`config.mk`:
```
export PLATFORM = sky130hd
export DESIGN_NAME = mult_arbiter_flat
export DESIGN_NICKNAME = d
export VERILOG_FILES = /design/src/rtl/mult_arbiter_if.sv /design/src/rtl/mult_arbiter.sv /design/src/flat_wrapper.sv
export SDC_FILE = /design/constraint.sdc
export NUM_CORES = 1
export LEC_CHECK = 0
export ABC_AREA = 1
export BUFFER_PORTS_ARGS = -buffer_cell sky130_fd_sc_hd__buf_2
export CAP_MARGIN = 20
export CORE_UTILIZATION = 41
export DETAILED_ROUTE_END_ITERATION = 7
export PLACE_DENSITY = 0.79
export SETUP_SLACK_MARGIN = 0.15
export SYNTH_ARGS = -nofsm -noshare
export SYNTH_HDL_FRONTEND = slang
export SYNTH_HIERARCHICAL = 1
export SYNTH_SLANG_ARGS = --single-unit
```
`constraint.sdc`:
```
create_clock -name clk -period 4.7 [get_ports clk]
set_input_delay 0.94 -clock clk [delete_from_list [all_inputs] [get_ports clk]]
set_output_delay 0.94 -clock clk [all_outputs]
set_load 0.02 [all_outputs]
```
`src/rtl/mult_arbiter_if.sv`:
```
// Requester/multiplier-side bundle of the shared-multiplier arbiter.
// The slave modport is the arbiter's own view of the bundle.
interface mult_arbiter_if #(parameter int NREQ = 4);
  logic [NREQ-1:0]    req;
  logic [NREQ*11-1:0] req_a;
  logic [NREQ*8-1:0]  req_b;
  logic [NREQ-1:0]    gnt;
  logic [10:0]        mul_n1;
  logic [7:0]         mul_n2;
  logic [18:0]        mul_result;
  logic [NREQ-1:0]    rsp_valid;
  logic [18:0]        rsp_data;
  logic               busy;

  modport master (output req, req_a, req_b, mul_result,
                  input  gnt, mul_n1, mul_n2, rsp_valid, rsp_data, busy);
  modport slave  (input  req, req_a, req_b, mul_result,
                  output gnt, mul_n1, mul_n2, rsp_valid, rsp_data, busy);
endinterface

```
`src/rtl/mult_arbiter.sv`:
```
// Round-robin sharing of one fixed-latency signed 11x8 multiplier between NREQ
// requesters, with a tag pipeline routing each product back to its issuer.

module mult_arbiter_lane #(parameter int MAX_OUT = 4) (
  input  logic clk,
  input  logic rst_n,
  input  logic req,
  input  logic inc,
  input  logic dec,
  output logic elig
);
  logic [3:0] cnt;

  // Grant and response in the same edge cancel, so cnt never leaves 0..MAX_OUT.
  always_ff @(posedge clk or negedge rst_n) begin
    if (!rst_n)           cnt <= '0;
    else if (inc && !dec) cnt <= cnt + 4'd1;
    else if (dec && !inc) cnt <= cnt - 4'd1;
  end

  assign elig = req && (cnt != 4'(MAX_OUT));
endmodule

module mult_arbiter #(
  parameter int NREQ    = 4,
  parameter int LAT     = 8,
  parameter int MAX_OUT = 4
) (
  input  logic         clk,
  input  logic         rst_n,
  mult_arbiter_if.slave bus
);
  localparam int PW = (NREQ > 1) ? $clog2(NREQ) : 1;
  localparam int IW = PW + 1;

  logic [PW-1:0]       ptr;
  logic [NREQ-1:0]     elig, gnt, dec;
  logic                found;
  logic [PW-1:0]       win;
  logic [IW-1:0]       idx;
  logic [LAT:0]        vld_pipe;
  logic [LAT:0][2:0]   id_pipe;
  logic [10:0]         n1_q;
  logic [7:0]          n2_q;
  logic [NREQ-1:0]     rsp_valid_q;
  logic [18:0]         rsp_data_q;

  mult_arbiter_lane #(.MAX_OUT(MAX_OUT)) u_lane [NREQ-1:0] (
    .clk  (clk),
    .rst_n(rst_n),
    .req  (bus.req),
    .inc  (gnt),
    .dec  (dec),
    .elig (elig)
  );

  // First eligible requester at or after ptr, wrapping modulo NREQ.
  always_comb begin
    found = 1'b0;
    win   = '0;
    idx   = '0;
    for (int o = 0; o < NREQ; o++) begin
      idx = IW'(ptr) + IW'(o);
      if (idx >= IW'(NREQ)) idx = idx - IW'(NREQ);
      if (!found && elig[idx[PW-1:0]]) begin
        found = 1'b1;
        win   = idx[PW-1:0];
      end
    end
  end

  assign gnt = found ? (NREQ'(1) << win) : '0;

  for (genvar i = 0; i < NREQ; i++) begin : g_dec
    assign dec[i] = vld_pipe[LAT] && (id_pipe[LAT] == 3'(i));
  end

  always_ff @(posedge clk or negedge rst_n) begin
    if (!rst_n) begin
      ptr      <= '0;
      n1_q     <= '0;
      n2_q     <= '0;
      vld_pipe <= '0;
      id_pipe  <= '0;
    end else begin
      n1_q     <= found ? bus.req_a[11*win +: 11] : 11'd0;
      n2_q     <= found ? bus.req_b[8*win +: 8]   : 8'd0;
      vld_pipe <= {vld_pipe[LAT-1:0], found};
      id_pipe  <= {id_pipe[LAT-1:0], 3'(win)};
      if (found) ptr <= (int'(win) == NREQ-1) ? '0 : win + PW'(1);
    end
  end

  // Last tag stage lines up with mul_result; data holds between responses.
  always_ff @(posedge clk or negedge rst_n) begin
    if (!rst_n) begin
      rsp_valid_q <= '0;
      rsp_data_q  <= '0;
    end else begin
      rsp_valid_q <= vld_pipe[LAT] ? (NREQ'(1) << id_pipe[LAT]) : '0;
      if (vld_pipe[LAT]) rsp_data_q <= bus.mul_result;
    end
  end

  assign bus.gnt       = gnt;
  assign bus.mul_n1    = n1_q;
  assign bus.mul_n2    = n2_q;
  assign bus.rsp_valid = rsp_valid_q;
  assign bus.rsp_data  = rsp_data_q;
  assign bus.busy      = (|vld_pipe) || (|rsp_valid_q);
endmodule
```
`src/flat_wrapper.sv`:
```
// flat-port wrapper written by rule: the top's interface ports become plain ports
module mult_arbiter_flat 
#(
  parameter int NREQ    = 4,
  parameter int LAT     = 8,
  parameter int MAX_OUT = 4
)
  (clk, rst_n, bus_req, bus_req_a, bus_req_b, bus_mul_result, bus_gnt, bus_mul_n1, bus_mul_n2, bus_rsp_valid, bus_rsp_data, bus_busy);
  mult_arbiter_if #(.NREQ(NREQ)) bus_i ();
  input  logic clk;
  input  logic rst_n;
  input wire logic [$bits(bus_i.req)-1:0] bus_req;
  input wire logic [$bits(bus_i.req_a)-1:0] bus_req_a;
  input wire logic [$bits(bus_i.req_b)-1:0] bus_req_b;
  input wire logic [$bits(bus_i.mul_result)-1:0] bus_mul_result;
  output wire logic [$bits(bus_i.gnt)-1:0] bus_gnt;
  output wire logic [$bits(bus_i.mul_n1)-1:0] bus_mul_n1;
  output wire logic [$bits(bus_i.mul_n2)-1:0] bus_mul_n2;
  output wire logic [$bits(bus_i.rsp_valid)-1:0] bus_rsp_valid;
  output wire logic [$bits(bus_i.rsp_data)-1:0] bus_rsp_data;
  output wire logic [$bits(bus_i.busy)-1:0] bus_busy;
  assign bus_i.req = bus_req;
  assign bus_i.req_a = bus_req_a;
  assign bus_i.req_b = bus_req_b;
  assign bus_i.mul_result = bus_mul_result;
  assign bus_gnt = bus_i.gnt;
  assign bus_mul_n1 = bus_i.mul_n1;
  assign bus_mul_n2 = bus_i.mul_n2;
  assign bus_rsp_valid = bus_i.rsp_valid;
  assign bus_rsp_data = bus_i.rsp_data;
  assign bus_busy = bus_i.busy;
  mult_arbiter #(.NREQ(NREQ), .LAT(LAT), .MAX_OUT(MAX_OUT)) u_core (.clk(clk), .rst_n(rst_n), .bus(bus_i));
endmodule
```
==> impl_metrics.csv <==
group,metric,value,unit
timing,report.final.setup_viol,0,
timing,fin_tns_setup,0,ps
clocking,ctsHoldBuffers,0,
global_route,grt_pass1_wl,17.6,mm
critical_path,crit_path_max_delay_family,"buffers and inverters",
global_route,antenna_found_initial,0,
place,pre_cts_slack,963,ps
synth,yosysSeqAreaShare,48.4,%
min_path,worst_hold_path_type,"flip-flop to flip-flop",
routing,ant_nets,0,
critical_path,critical_path.startpoint,"bus_req[2]",
global_route,grtUsageTotal,19.5,%
floorplan,io_pins,148,
critical_path,crit_path_depth,13,
routing,number_of_vias_in_the_routed_layout,4128,
timing,timing.slew.headroom,54.6,%
synth,dominant_combinational_cell_family_by_area_after_synthesis,"simple AND/OR/NAND/NOR gates",
finish,area_delta_synth_final,23.1,%
critical_path,setup.worst_path.start_class,"input pin",
clocking,cts_htree_levels,3,
critical_path,setup.worst_path.end_class,"primary output",
job,maxCapViolCount,0,
place,gp_congestion,0.844,
synth,post-synth-top-area-fraction,48.4,%
synth,post_synth_xor_area_fraction,1.56,%
critical_path,critical_path.cell_chain,"buf_2, inv_1, a31oi_1, inv_1, nand2_1, nand2_1, o21ai_0, nand4_1, nand2_1, buf_4, inv_2, nor2_1, buf_2",
routing,routed_wire_length_per_instance,13.0,µm
routing,avgViaCountPerCell,4.99,
floorplan,die_height,107,µm
timing,max_slew.worst_pin.slew,681,ps
synth,synth_seq_cells,87,
timing,rsz0062_at_grt,"false",
place,numPortBuffers,147,
finish,layout.cells.most_common_list,"sky130_fd_sc_hd__nand2_1, sky130_fd_sc_hd__buf_2, sky130_fd_sc_hd__dfrtp_1",
critical_path,timing.critical_path.slowest_cell_delay,380,ps
global_route,grt-ovfl-total,0,
routing,detail_route.iter0.violations,166,
timing,max_freq,268,MHz
synth,synthDistinctLibCells,30,
critical_path,critical_path.most_common_cell,"sky130_fd_sc_hd__nand2_1",
critical_path,r2r_end,"u_core/u_lane[2]/cnt[3]$_DFFE_PN0P_",
routing,detail_route.wirelength.met1,4.39,mm
timing,period_needed,3740,ps
timing,postLayoutSetupSlackWorst,964,ps
clocking,clockBufferDepth,2,
clocking,clock_tree.root_cell,"sky130_fd_sc_hd__clkbuf_8",
clocking,clk-insertion-delay-late,350,ps
synth,synth_compound_gate_area_share,2.34,%
synth,postSynthAreaPerCell,8.24,µm²
finish,fillCellCount,994,
finish,multi_input_comb_area,2030,µm²
floorplan,initial_utilization,43.0,%
critical_path,rr_startpoint,"u_core/ptr[0]$_DFFE_PN0P_",
critical_path,worst_setup_path_endpoint,"bus_gnt[2]",
synth,syn-instance-count,546,
synth,synth_fa_ha_area_share,5.12,%
timing,timing.final.max_slew_violations,0,
finish,drive_gt1_share,30.2,%
synth,synthTopCellsByArea,"sky130_fd_sc_hd__dfrtp_1, sky130_fd_sc_hd__nand2_1, sky130_fd_sc_hd__nand3_1, sky130_fd_sc_hd__nor2_1, sky130_fd_sc_hd__ha_1",
clocking,cts_setup_buffers,0,
routing,drt_first_pass_iters,5,
critical_path,critical_path.max_fanout,42,
critical_path,criticalPathCategory,"input pin to primary output",
clocking,cts_sinks,87,
finish,seqCellArea,2180,µm²
critical_path,worst-path-buf-inv,6,
routing,route.met2.wl,5.42,mm
clocking,cts_made_buffers,9,
synth,synthDominantAreaCellType,"sky130_fd_sc_hd__dfrtp_1",
place,place.detailed.hpwl,8.06,mm
critical_path,critical_path_required_time,3760,ps
min_path,hp-start,"u_core/id_pipe[4]$_DFF_PN0_",
clocking,post_cts_resized,0,
finish,finalCoreUtilization,52.9,%
global_route,pin_count_of_the_biggest_net_entering_global_routing,88,
finish,nets,804,
finish,antenna-diode-count,0,
clocking,cts.clk_slew.worst_paths,90,ps
critical_path,ff2ff_setup_slack,1280,ps
routing,totalWireLength,10.8,mm
synth,synth_nets,663,
outcome,status,"finished, final reports clean",
clocking,tritoncts_clock_tree,"done",
routing,highest-signal-layer,"met4",
finish,leading_cell_type_in_the_layout_fill_and_taps_excluded,"sky130_fd_sc_hd__nand2_1",
global_route,first_global_vias,3956,
floorplan,dieArea,11400,µm²
synth,synthMuxAreaShare,0,%
floorplan,rows,37,
floorplan,floorplan.die.width,107,µm
timing,hold_viol,0,
floorplan,core_region_area,10500,µm²
critical_path,worstRegToRegCells,19,
critical_path,critPathArrivalTime,2800,ps
routing,met3_wirelength,745,µm
synth,synth_simple_gate_area_share,36.1,%
routing,remaining_drc_errors,0,
critical_path,cpMaxStageDelayCell,"sky130_fd_sc_hd__buf_4",
timing,post_route_fraction_of_the_period_consumed_by_the_critical_path,79.5,%
synth,syn-cell-area,4500,µm²
timing,fin_skew,7.90,ps
synth,yosys_warnings,6,
==> synthesized netlist by cell type <==
cell,number
sky130_fd_sc_hd__nand2_1,181
sky130_fd_sc_hd__dfrtp_1,87
sky130_fd_sc_hd__nand3_1,78
sky130_fd_sc_hd__nor2_1,48
sky130_fd_sc_hd__inv_1,37
sky130_fd_sc_hd__nand2_2,15
sky130_fd_sc_hd__nand3_2,13
sky130_fd_sc_hd__ha_1,12
sky130_fd_sc_hd__xnor2_1,8
sky130_fd_sc_hd__buf_2,7
sky130_fd_sc_hd__buf_4,6
sky130_fd_sc_hd__inv_2,6
sky130_fd_sc_hd__a21oi_1,5
sky130_fd_sc_hd__clkbuf_1,5
sky130_fd_sc_hd__a31oi_1,4
sky130_fd_sc_hd__fa_1,4
sky130_fd_sc_hd__nor3_1,4
sky130_fd_sc_hd__o21ai_1,4
sky130_fd_sc_hd__or2_0,4
sky130_fd_sc_hd__nand2_4,3
sky130_fd_sc_hd__nor4_1,3
sky130_fd_sc_hd__nand4_1,2
sky130_fd_sc_hd__nor2_4,2
sky130_fd_sc_hd__o21ai_0,2
sky130_fd_sc_hd__a21oi_4,1
sky130_fd_sc_hd__buf_1,1
sky130_fd_sc_hd__buf_6,1
sky130_fd_sc_hd__buf_8,1
sky130_fd_sc_hd__nand3_4,1
sky130_fd_sc_hd__o21ai_2,1
==> through the flow <==
| step | cells | hold WS, ps | cell area (µm²) |
|---|---|---|---|
| 3_5_place_dp | 811 | 335 | 5300 |
| 3_3_place_gp | 811 | 332 | 5300 |
| 2_1_floorplan | 546 | 331 | 4500 |
| 6_report | 828 | 350 | 5540 |
| 4_1_cts | 827 | 355 | 5510 |
| 5_1_grt | 828 | 363 | 5540 |
==> worst min-delay path by stage <==
stage / to / slack [ps] / cells after the start
CTS: u_core/id_pipe[7]$_DFF_PN0_ / 350 / 0
floorplan: u_core/id_pipe[10]$_DFF_PN0_ / 330 / 0
global route: u_core/id_pipe[4]$_DFF_PN0_ / 360 / 0
detailed placement: u_core/id_pipe[15]$_DFF_PN0_ / 330 / 0
global placement: u_core/id_pipe[15]$_DFF_PN0_ / 330 / 0
finish: u_core/id_pipe[7]$_DFF_PN0_ / 350 / 0
==> cell families (layout without fill, tap and decap cells) <==
group	count (synthesis)	in the layout
compound gates	17	17
xor+xnor	8	8
fa+ha+maj	16	16
buf+inv	64	210
flops	87	87
simple gates	354	354
==> routing by layer <==
| layer | vias to the layer above | global-route usage [%] |
|---|---|---|
| met5 | - | 0 |
| met1 | 1928 | 22.0 |
| met3 | 20 | 4.68 |
| li1 | 2013 | - |
| met2 | 167 | 35.1 |
| met4 | 0 | 8.22 |
==> sequential cells by signal, summed over array words and instances, names as in the netlist <==
signal                count
u_core/bus.mul_n1        11
u_core/ptr                2
u_core/bus.rsp_data      19
u_core/id_pipe           18
u_core/vld_pipe           9
u_core/u_lane/cnt        16
u_core/bus.rsp_valid      4
u_core/bus.mul_n2         8
==> cell type report <==
type / count / area share (%)
Tap cell: 136 / 3.07
Timing Repair Buffer: 151 / 14.2
Clock inverter: 6 / 1.33
Inverter: 43 / 2.91
Sequential cell: 87 / 39.3
Multi-Input combinational cell: 395 / 36.6
Clock buffer: 10 / 2.49
Power is not shown: default switching activity piles up to over one toggle a cycle in this logic, so the estimate is an artifact.
